### src/rtl/mem_stage_pkg.sv
// Shared widths, side-band bit positions and load_op encoding for the memory stage.
package mem_stage_pkg;

    localparam int ES_TO_MS_BUS_WD = 198;
    localparam int MS_TO_WS_BUS_WD = 192;
    localparam int SIDE_WD         = 122;
    localparam int SIDE_LSB        = 70;
    localparam int MS_FORWARD_WD   = 40;

    // Side-band flags are indexed in bus coordinates, i.e. es_to_ms_bus[SIDE_EX].
    localparam int SIDE_CSR_RE = 79;
    localparam int SIDE_EX     = 80;
    localparam int SIDE_ERTN   = 88;

    localparam int LD_B  = 0;
    localparam int LD_H  = 1;
    localparam int LD_W  = 2;
    localparam int LD_BU = 3;
    localparam int LD_HU = 4;

    typedef struct packed {
        logic               ms_req;
        logic [4:0]         load_op;
        logic [SIDE_WD-1:0] side;
        logic               gr_we;
        logic [4:0]         dest;
        logic [31:0]        alu_result;
        logic [31:0]        pc;
    } es_to_ms_t;

    typedef struct packed {
        logic [SIDE_WD-1:0] side;
        logic               gr_we;
        logic [4:0]         dest;
        logic [31:0]        final_result;
        logic [31:0]        pc;
    } ms_to_ws_t;

endpackage

### src/rtl/mem_stage_if.sv
// Handshake, bus, data-SRAM response and flush signals around the memory stage.
interface mem_stage_if;
    import mem_stage_pkg::*;

    logic                       ws_allowin;
    logic                       ms_allowin;
    logic                       es_to_ms_valid;
    logic [ES_TO_MS_BUS_WD-1:0] es_to_ms_bus;
    logic                       ms_to_ws_valid;
    logic [MS_TO_WS_BUS_WD-1:0] ms_to_ws_bus;
    logic                       data_sram_data_ok;
    logic [31:0]                data_sram_rdata;
    logic                       back_flush;
    logic                       ms_ex_flag;
    logic [MS_FORWARD_WD-1:0]   ms_forward;

    modport slave (
        input  ws_allowin, es_to_ms_valid, es_to_ms_bus,
               data_sram_data_ok, data_sram_rdata, back_flush,
        output ms_allowin, ms_to_ws_valid, ms_to_ws_bus, ms_ex_flag, ms_forward
    );

    modport master (
        output ws_allowin, es_to_ms_valid, es_to_ms_bus,
               data_sram_data_ok, data_sram_rdata, back_flush,
        input  ms_allowin, ms_to_ws_valid, ms_to_ws_bus, ms_ex_flag, ms_forward
    );

endinterface

### src/rtl/mem_stage_load_align.sv
// Picks the addressed byte/half out of a 32-bit SRAM word and sign/zero-extends it.
module mem_stage_load_align
    import mem_stage_pkg::*;
(
    input  logic [31:0] raw,
    input  logic [1:0]  addr_lo,
    input  logic [4:0]  load_op,
    output logic [31:0] load_data
);

    logic [31:0] shifted;

    assign shifted = raw >> {addr_lo, 3'b000};

    always_comb begin
        load_data = raw;
        if (load_op[LD_B])
            load_data = {{24{shifted[7]}}, shifted[7:0]};
        else if (load_op[LD_BU])
            load_data = {24'b0, shifted[7:0]};
        else if (load_op[LD_H])
            load_data = {{16{shifted[15]}}, shifted[15:0]};
        else if (load_op[LD_HU])
            load_data = {16'b0, shifted[15:0]};
    end

endmodule

### src/rtl/mem_stage.sv
// Memory pipeline stage: waits for the data-SRAM response, buffers it while ws stalls,
// and drops responses orphaned by a ws flush.
module mem_stage
    import mem_stage_pkg::*;
(
    input  logic       clk,
    input  logic       reset,
    mem_stage_if.slave bus
);

    logic                       ms_valid;
    logic [ES_TO_MS_BUS_WD-1:0] es_to_ms_bus_r;
    es_to_ms_t                  ms_bus;
    logic                       buf_valid;
    logic [31:0]                buf_data;
    logic [1:0]                 discard_cnt;

    logic        own_ok;
    logic        ms_ready_go;
    logic        is_load;
    logic        rf_we;
    logic        res_pending;
    logic        cnt_inc;
    logic        cnt_dec;
    logic [31:0] raw_data;
    logic [31:0] load_data;
    logic [31:0] final_result;

    assign ms_bus  = es_to_ms_bus_r;
    assign is_load = |ms_bus.load_op;

    // Responses come back in order, so older orphaned ones are swallowed before ours.
    assign own_ok      = bus.data_sram_data_ok & (discard_cnt == 2'd0);
    assign ms_ready_go = !ms_bus.ms_req | buf_valid | own_ok;

    assign bus.ms_allowin     = !ms_valid | (ms_ready_go & bus.ws_allowin);
    assign bus.ms_to_ws_valid = ms_valid & ms_ready_go;
    assign bus.ms_ex_flag     = ms_valid & (es_to_ms_bus_r[SIDE_EX] | es_to_ms_bus_r[SIDE_ERTN]);

    assign raw_data = buf_valid ? buf_data : bus.data_sram_rdata;

    mem_stage_load_align u_load_align (
        .raw       (raw_data),
        .addr_lo   (ms_bus.alu_result[1:0]),
        .load_op   (ms_bus.load_op),
        .load_data (load_data)
    );

    assign final_result = is_load ? load_data : ms_bus.alu_result;

    assign bus.ms_to_ws_bus = {ms_bus.side, ms_bus.gr_we, ms_bus.dest, final_result, ms_bus.pc};

    assign rf_we       = ms_bus.gr_we & ms_valid & !es_to_ms_bus_r[SIDE_EX];
    assign res_pending = ms_valid & is_load & !buf_valid & !own_ok;

    assign bus.ms_forward = {res_pending, es_to_ms_bus_r[SIDE_CSR_RE], rf_we, ms_bus.dest, final_result};

    always_ff @(posedge clk) begin
        if (reset)
            ms_valid <= 1'b0;
        else if (bus.back_flush)
            ms_valid <= 1'b0;
        else if (bus.ms_allowin)
            ms_valid <= bus.es_to_ms_valid;
    end

    always_ff @(posedge clk) begin
        if (bus.es_to_ms_valid && bus.ms_allowin)
            es_to_ms_bus_r <= bus.es_to_ms_bus;
    end

    // Hold our response while ws is stalled, since rdata is only valid with data_ok.
    always_ff @(posedge clk) begin
        if (reset) begin
            buf_valid <= 1'b0;
            buf_data  <= 32'b0;
        end else if (bus.back_flush || (bus.ws_allowin && ms_ready_go)) begin
            buf_valid <= 1'b0;
        end else if (own_ok && ms_valid && ms_bus.ms_req && !buf_valid && !bus.ws_allowin) begin
            buf_valid <= 1'b1;
            buf_data  <= bus.data_sram_rdata;
        end
    end

    assign cnt_inc = bus.back_flush & ms_valid & ms_bus.ms_req & !buf_valid & !own_ok;
    assign cnt_dec = bus.data_sram_data_ok & (discard_cnt != 2'd0);

    always_ff @(posedge clk) begin
        if (reset) begin
            discard_cnt <= 2'd0;
        end else if (cnt_inc && !cnt_dec) begin
            if (discard_cnt != 2'd3)
                discard_cnt <= discard_cnt + 2'd1;
        end else if (cnt_dec && !cnt_inc) begin
            discard_cnt <= discard_cnt - 2'd1;
        end
    end

endmodule
### src/flat_wrapper.sv
// flat-port wrapper written by rule: the top's interface ports become plain ports
module mem_stage_flat import mem_stage_pkg::*;
  (clk, reset, bus_ws_allowin, bus_es_to_ms_valid, bus_es_to_ms_bus, bus_data_sram_data_ok, bus_data_sram_rdata, bus_back_flush, bus_ms_allowin, bus_ms_to_ws_valid, bus_ms_to_ws_bus, bus_ms_ex_flag, bus_ms_forward);
  mem_stage_if bus_i ();
  input  logic clk;
  input  logic reset;
  input wire logic [$bits(bus_i.ws_allowin)-1:0] bus_ws_allowin;
  input wire logic [$bits(bus_i.es_to_ms_valid)-1:0] bus_es_to_ms_valid;
  input wire logic [$bits(bus_i.es_to_ms_bus)-1:0] bus_es_to_ms_bus;
  input wire logic [$bits(bus_i.data_sram_data_ok)-1:0] bus_data_sram_data_ok;
  input wire logic [$bits(bus_i.data_sram_rdata)-1:0] bus_data_sram_rdata;
  input wire logic [$bits(bus_i.back_flush)-1:0] bus_back_flush;
  output wire logic [$bits(bus_i.ms_allowin)-1:0] bus_ms_allowin;
  output wire logic [$bits(bus_i.ms_to_ws_valid)-1:0] bus_ms_to_ws_valid;
  output wire logic [$bits(bus_i.ms_to_ws_bus)-1:0] bus_ms_to_ws_bus;
  output wire logic [$bits(bus_i.ms_ex_flag)-1:0] bus_ms_ex_flag;
  output wire logic [$bits(bus_i.ms_forward)-1:0] bus_ms_forward;
  assign bus_i.ws_allowin = bus_ws_allowin;
  assign bus_i.es_to_ms_valid = bus_es_to_ms_valid;
  assign bus_i.es_to_ms_bus = bus_es_to_ms_bus;
  assign bus_i.data_sram_data_ok = bus_data_sram_data_ok;
  assign bus_i.data_sram_rdata = bus_data_sram_rdata;
  assign bus_i.back_flush = bus_back_flush;
  assign bus_ms_allowin = bus_i.ms_allowin;
  assign bus_ms_to_ws_valid = bus_i.ms_to_ws_valid;
  assign bus_ms_to_ws_bus = bus_i.ms_to_ws_bus;
  assign bus_ms_ex_flag = bus_i.ms_ex_flag;
  assign bus_ms_forward = bus_i.ms_forward;
  mem_stage u_core (.clk(clk), .reset(reset), .bus(bus_i));
endmodule
### config.mk
export PLATFORM = sky130hd
export DESIGN_NAME = mem_stage_flat
export DESIGN_NICKNAME = d
export VERILOG_FILES = /design/src/rtl/mem_stage_pkg.sv /design/src/rtl/mem_stage_if.sv /design/src/rtl/mem_stage_load_align.sv /design/src/rtl/mem_stage.sv /design/src/flat_wrapper.sv
export SDC_FILE = /design/constraint.sdc
export NUM_CORES = 1
export LEC_CHECK = 0
export CAP_MARGIN = 20
export CORE_MARGIN = 4
export CORE_UTILIZATION = 35
export CTS_CLUSTER_DIAMETER = 80
export DETAILED_ROUTE_END_ITERATION = 8
export PLACE_DENSITY = 0.77
export SYNTH_ARGS = -nofsm -noshare
export SYNTH_HDL_FRONTEND = slang
export SYNTH_HIERARCHICAL = 1
export SYNTH_SLANG_ARGS = --single-unit
### constraint.sdc
create_clock -name clk -period 20.1 [get_ports clk]
set_input_delay 2.01 -clock clk [delete_from_list [all_inputs] [get_ports clk]]
set_output_delay 2.01 -clock clk [all_outputs]
set_load 0.01 [all_outputs]
==> metrics.cfg <==
[status]
status = completed

[clocking]
root_buffer = clkbuf_16
postCtsSetupRepairBufs = 0
cts_tree = built
cts_hold_buf = 0
clk_path_buf_depth = 3
cts-buffers-inserted = 27
htree_levels = 1
clk_pin_slew_ns = 0.06
insertion_delay_ns = 0.53
cts.repair.resized = 0
cts.sinks = 234

[cells_and_area]
drive_gt1_frac = 0.124
fin_nets = 1283
area_delta_synth_final_pct = 40.9
final_area_um2 = 15000
nFillCells = 2587

[min_path]
min_to = u_core/buf_data[7]
hold_depth = 2
holdCritPathClass = register to register
min-delay-start = u_core/buf_data[7]

[place]
place_ws_ns = 13.01
place_area_um2 = 14200
gp_congestion = 0.845
dp_hpwl_um = 26300
portBuffers = 470

[worst_setup_path]
critPathArrivalTime_ns = 5.11
r2r_slack_ns = 17.60
worst-path-buf-inv = 2
worst-endpoint-required_ns = 18.09
reg2reg_depth = 5
r2r-end = u_core/es_to_ms_bus_r[18]
crit_type = input port to output pin
r2r_start = u_core/buf_valid
path_cells = clkdlybuf4s50_1, mux2_2, mux2_2, a32oi_2, nand3_1, mux2_1, clkdlybuf4s50_1
slowest_stage = a32oi_2
crit_family = multiplexers
cp-start-kind = input port
worstPathMaxFanout = 16
end_kind = output pin
crit_start = bus_data_sram_rdata[15]
cp_slowest_stage_delay_ns = 0.78

[synthesis]
syn-cell-area_um2 = 10700
yosysTopAreaCellShare = 0.557
synthAdderAreaFrac = 0
async_flop_share = 0
synth-simple-area-share = 0.0661
synth_cells = 772
synth_edf_count = 198
synth.distinct_cells = 51
synth_top_family_by_area = buffers and inverters
yosysWarnings = 6
synthFlopType = edfxtp_1
synth_seq_area_share = 0.624
synth_compound_area_frac = 0.0407
yosys-top-cells-area = edfxtp_1 (56%), buf_4 (14%), mux2_2 (7.4%), dfxtp_1 (6.7%), mux2i_1 (3.0%)
yosysMostFrequentCell = buf_4
synthMuxAreaShare = 0.107
yosysTopAreaCell = edfxtp_1
synthTopCellsByCount = buf_4 (206), edfxtp_1 (198), nand2_1 (83)
synthXorXnorAreaFrac = 0
synth_fp_nets = 1008
avgSynthCellArea_um2 = 13.8
ys_ff_latch = 234

[grt]
grt_max_degree = 163
grt_use_total = 0.191
antenna_found_initial = 5
grt_pass1_wl_um = 47300
grt_pass1_vias = 7090
overflow = 0

[sta]
clock.fmax_ghz = 0.140
period_needed_ns = 7.12
setup_tns_ns = 0
maxSlewViolCount = 0
maxSlewHeadroom = 0.316
final_hold_viol_count = 0
worst_pin_slew_ns = 1.03
rsz0062_at_grt = false
timing.final.ws_setup_ns = 12.98
clock_skew_ns = 0.00755
setup_viol = 0
period_share = 0.354
hold_slack_ns = 0.456

[floorplan]
num_rows = 63
start_util = 0.357
die_x_um = 183
die_area_um2 = 33400
num_io_pins = 471
core_area_um2 = 29900
dieHeight_um = 183

[routing]
post-route-drc-count = 0
drtIter0Drc = 328
dr_total_vias = 6719
ant_nets = 0
totalWireLength_um = 33600
wl_per_cell_um = 23.1
avgViaCountPerCell = 4.61
drt_pass1_iterations = 5

[power_and_ir_drop]
p_leak_nw = 5.26
vdd_drop_max_uv = 80.6
p_per_area_nw_per_um2 = 80.2

[run]
maxCapViolCount = 0

layout by cell type (no fill, tap or decap), types with 4 or more instances in the layout:
cell,instances
mux2i_1,32
inv_1,5
edfxtp_1,198
nand3_1,16
clkdlybuf4s50_1,470
a221oi_1,7
clkinv_2,5
a21oi_1,8
buf_4,5
nand2_1,83
clkinv_1,9
o21ai_0,4
or2b_2,5
o22ai_1,17
dfxtp_1,36
o31ai_1,8
mux2_2,70
clkbuf_16,27
nor2_1,11
clkbuf_1,4
nand2b_1,4
sequential cells by signal, summed over array words and instances (netlist names):
signal,flops
u_core/discard_cnt,2
u_core/es_to_ms_bus_r,198
u_core/ms_valid,1
u_core/buf_data,32
u_core/buf_valid,1
how the worst max path moves through the flow:
stage	slack, ns	depth (start not counted)	end
floorplan	2.39	3	u_core/es_to_ms_bus_r[0]
global placement	13.00	7	bus_ms_forward[16]
detailed placement	13.01	7	bus_ms_forward[16]
CTS	13.00	7	bus_ms_forward[16]
global route	12.81	7	bus_ms_forward[16]
finish	12.98	7	bus_ms_forward[16]
worst reg2reg max path, cell delays in order (launching register included):
cell	delay (ns)
dfxtp_1	0.30
buf_4	0.41
nand2b_1	0.19
o21ai_0	0.16
a21boi_4	0.24
buf_12	0.50
where the power goes:
group / switching [W] / total [W] / internal [W] / leakage, nW
logic: 0.0000844 / 0.000202 / 0.000117 / 2.66
clock network: 0.000193 / 0.000438 / 0.000245 / 0.384
registers: 0.0000105 / 0.000567 / 0.000557 / 2.22
cell families (layout without fill, tap and decap cells):
group           Yosys count  in the layout
other cells               0              1
compound gates           57             57
mux                     105            105
buf+inv                 236            531
simple gates            140            140
flops                   234            234
layer usage:
metal  GRT usage  share of wire  vias up
li1            -              -     3129
met1       0.214           0.36     3202
met2       0.326           0.49      313
met3      0.0817           0.11       65
met4      0.0687          0.037       10
met5           0         0.0018        -
through the flow:
stage | utilization | total power, W | cells
floorplan | - | 0.000687 | 772
global placement | 0.476 | 0.000777 | 1407
detailed placement | 0.476 | 0.000780 | 1407
CTS | 0.503 | 0.00122 | 1456
global route | 0.504 | 0.00125 | 1457
finish | 0.504 | 0.00121 | 1458
final cells by class:
type	count	area, µm²	share of cell area
clock inverters	18	92.6	0.00615
well taps	390	488	0.0324
inverters	5	18.8	0.00125
clock buffers	31	691	0.0459
multi-input cells	302	2300	0.153
diodes	1	2.50	0.000166
repair buffers	477	4790	0.318
flip-flops and latches	234	6670	0.443
Note: power is estimated with default switching activity, not from simulation.
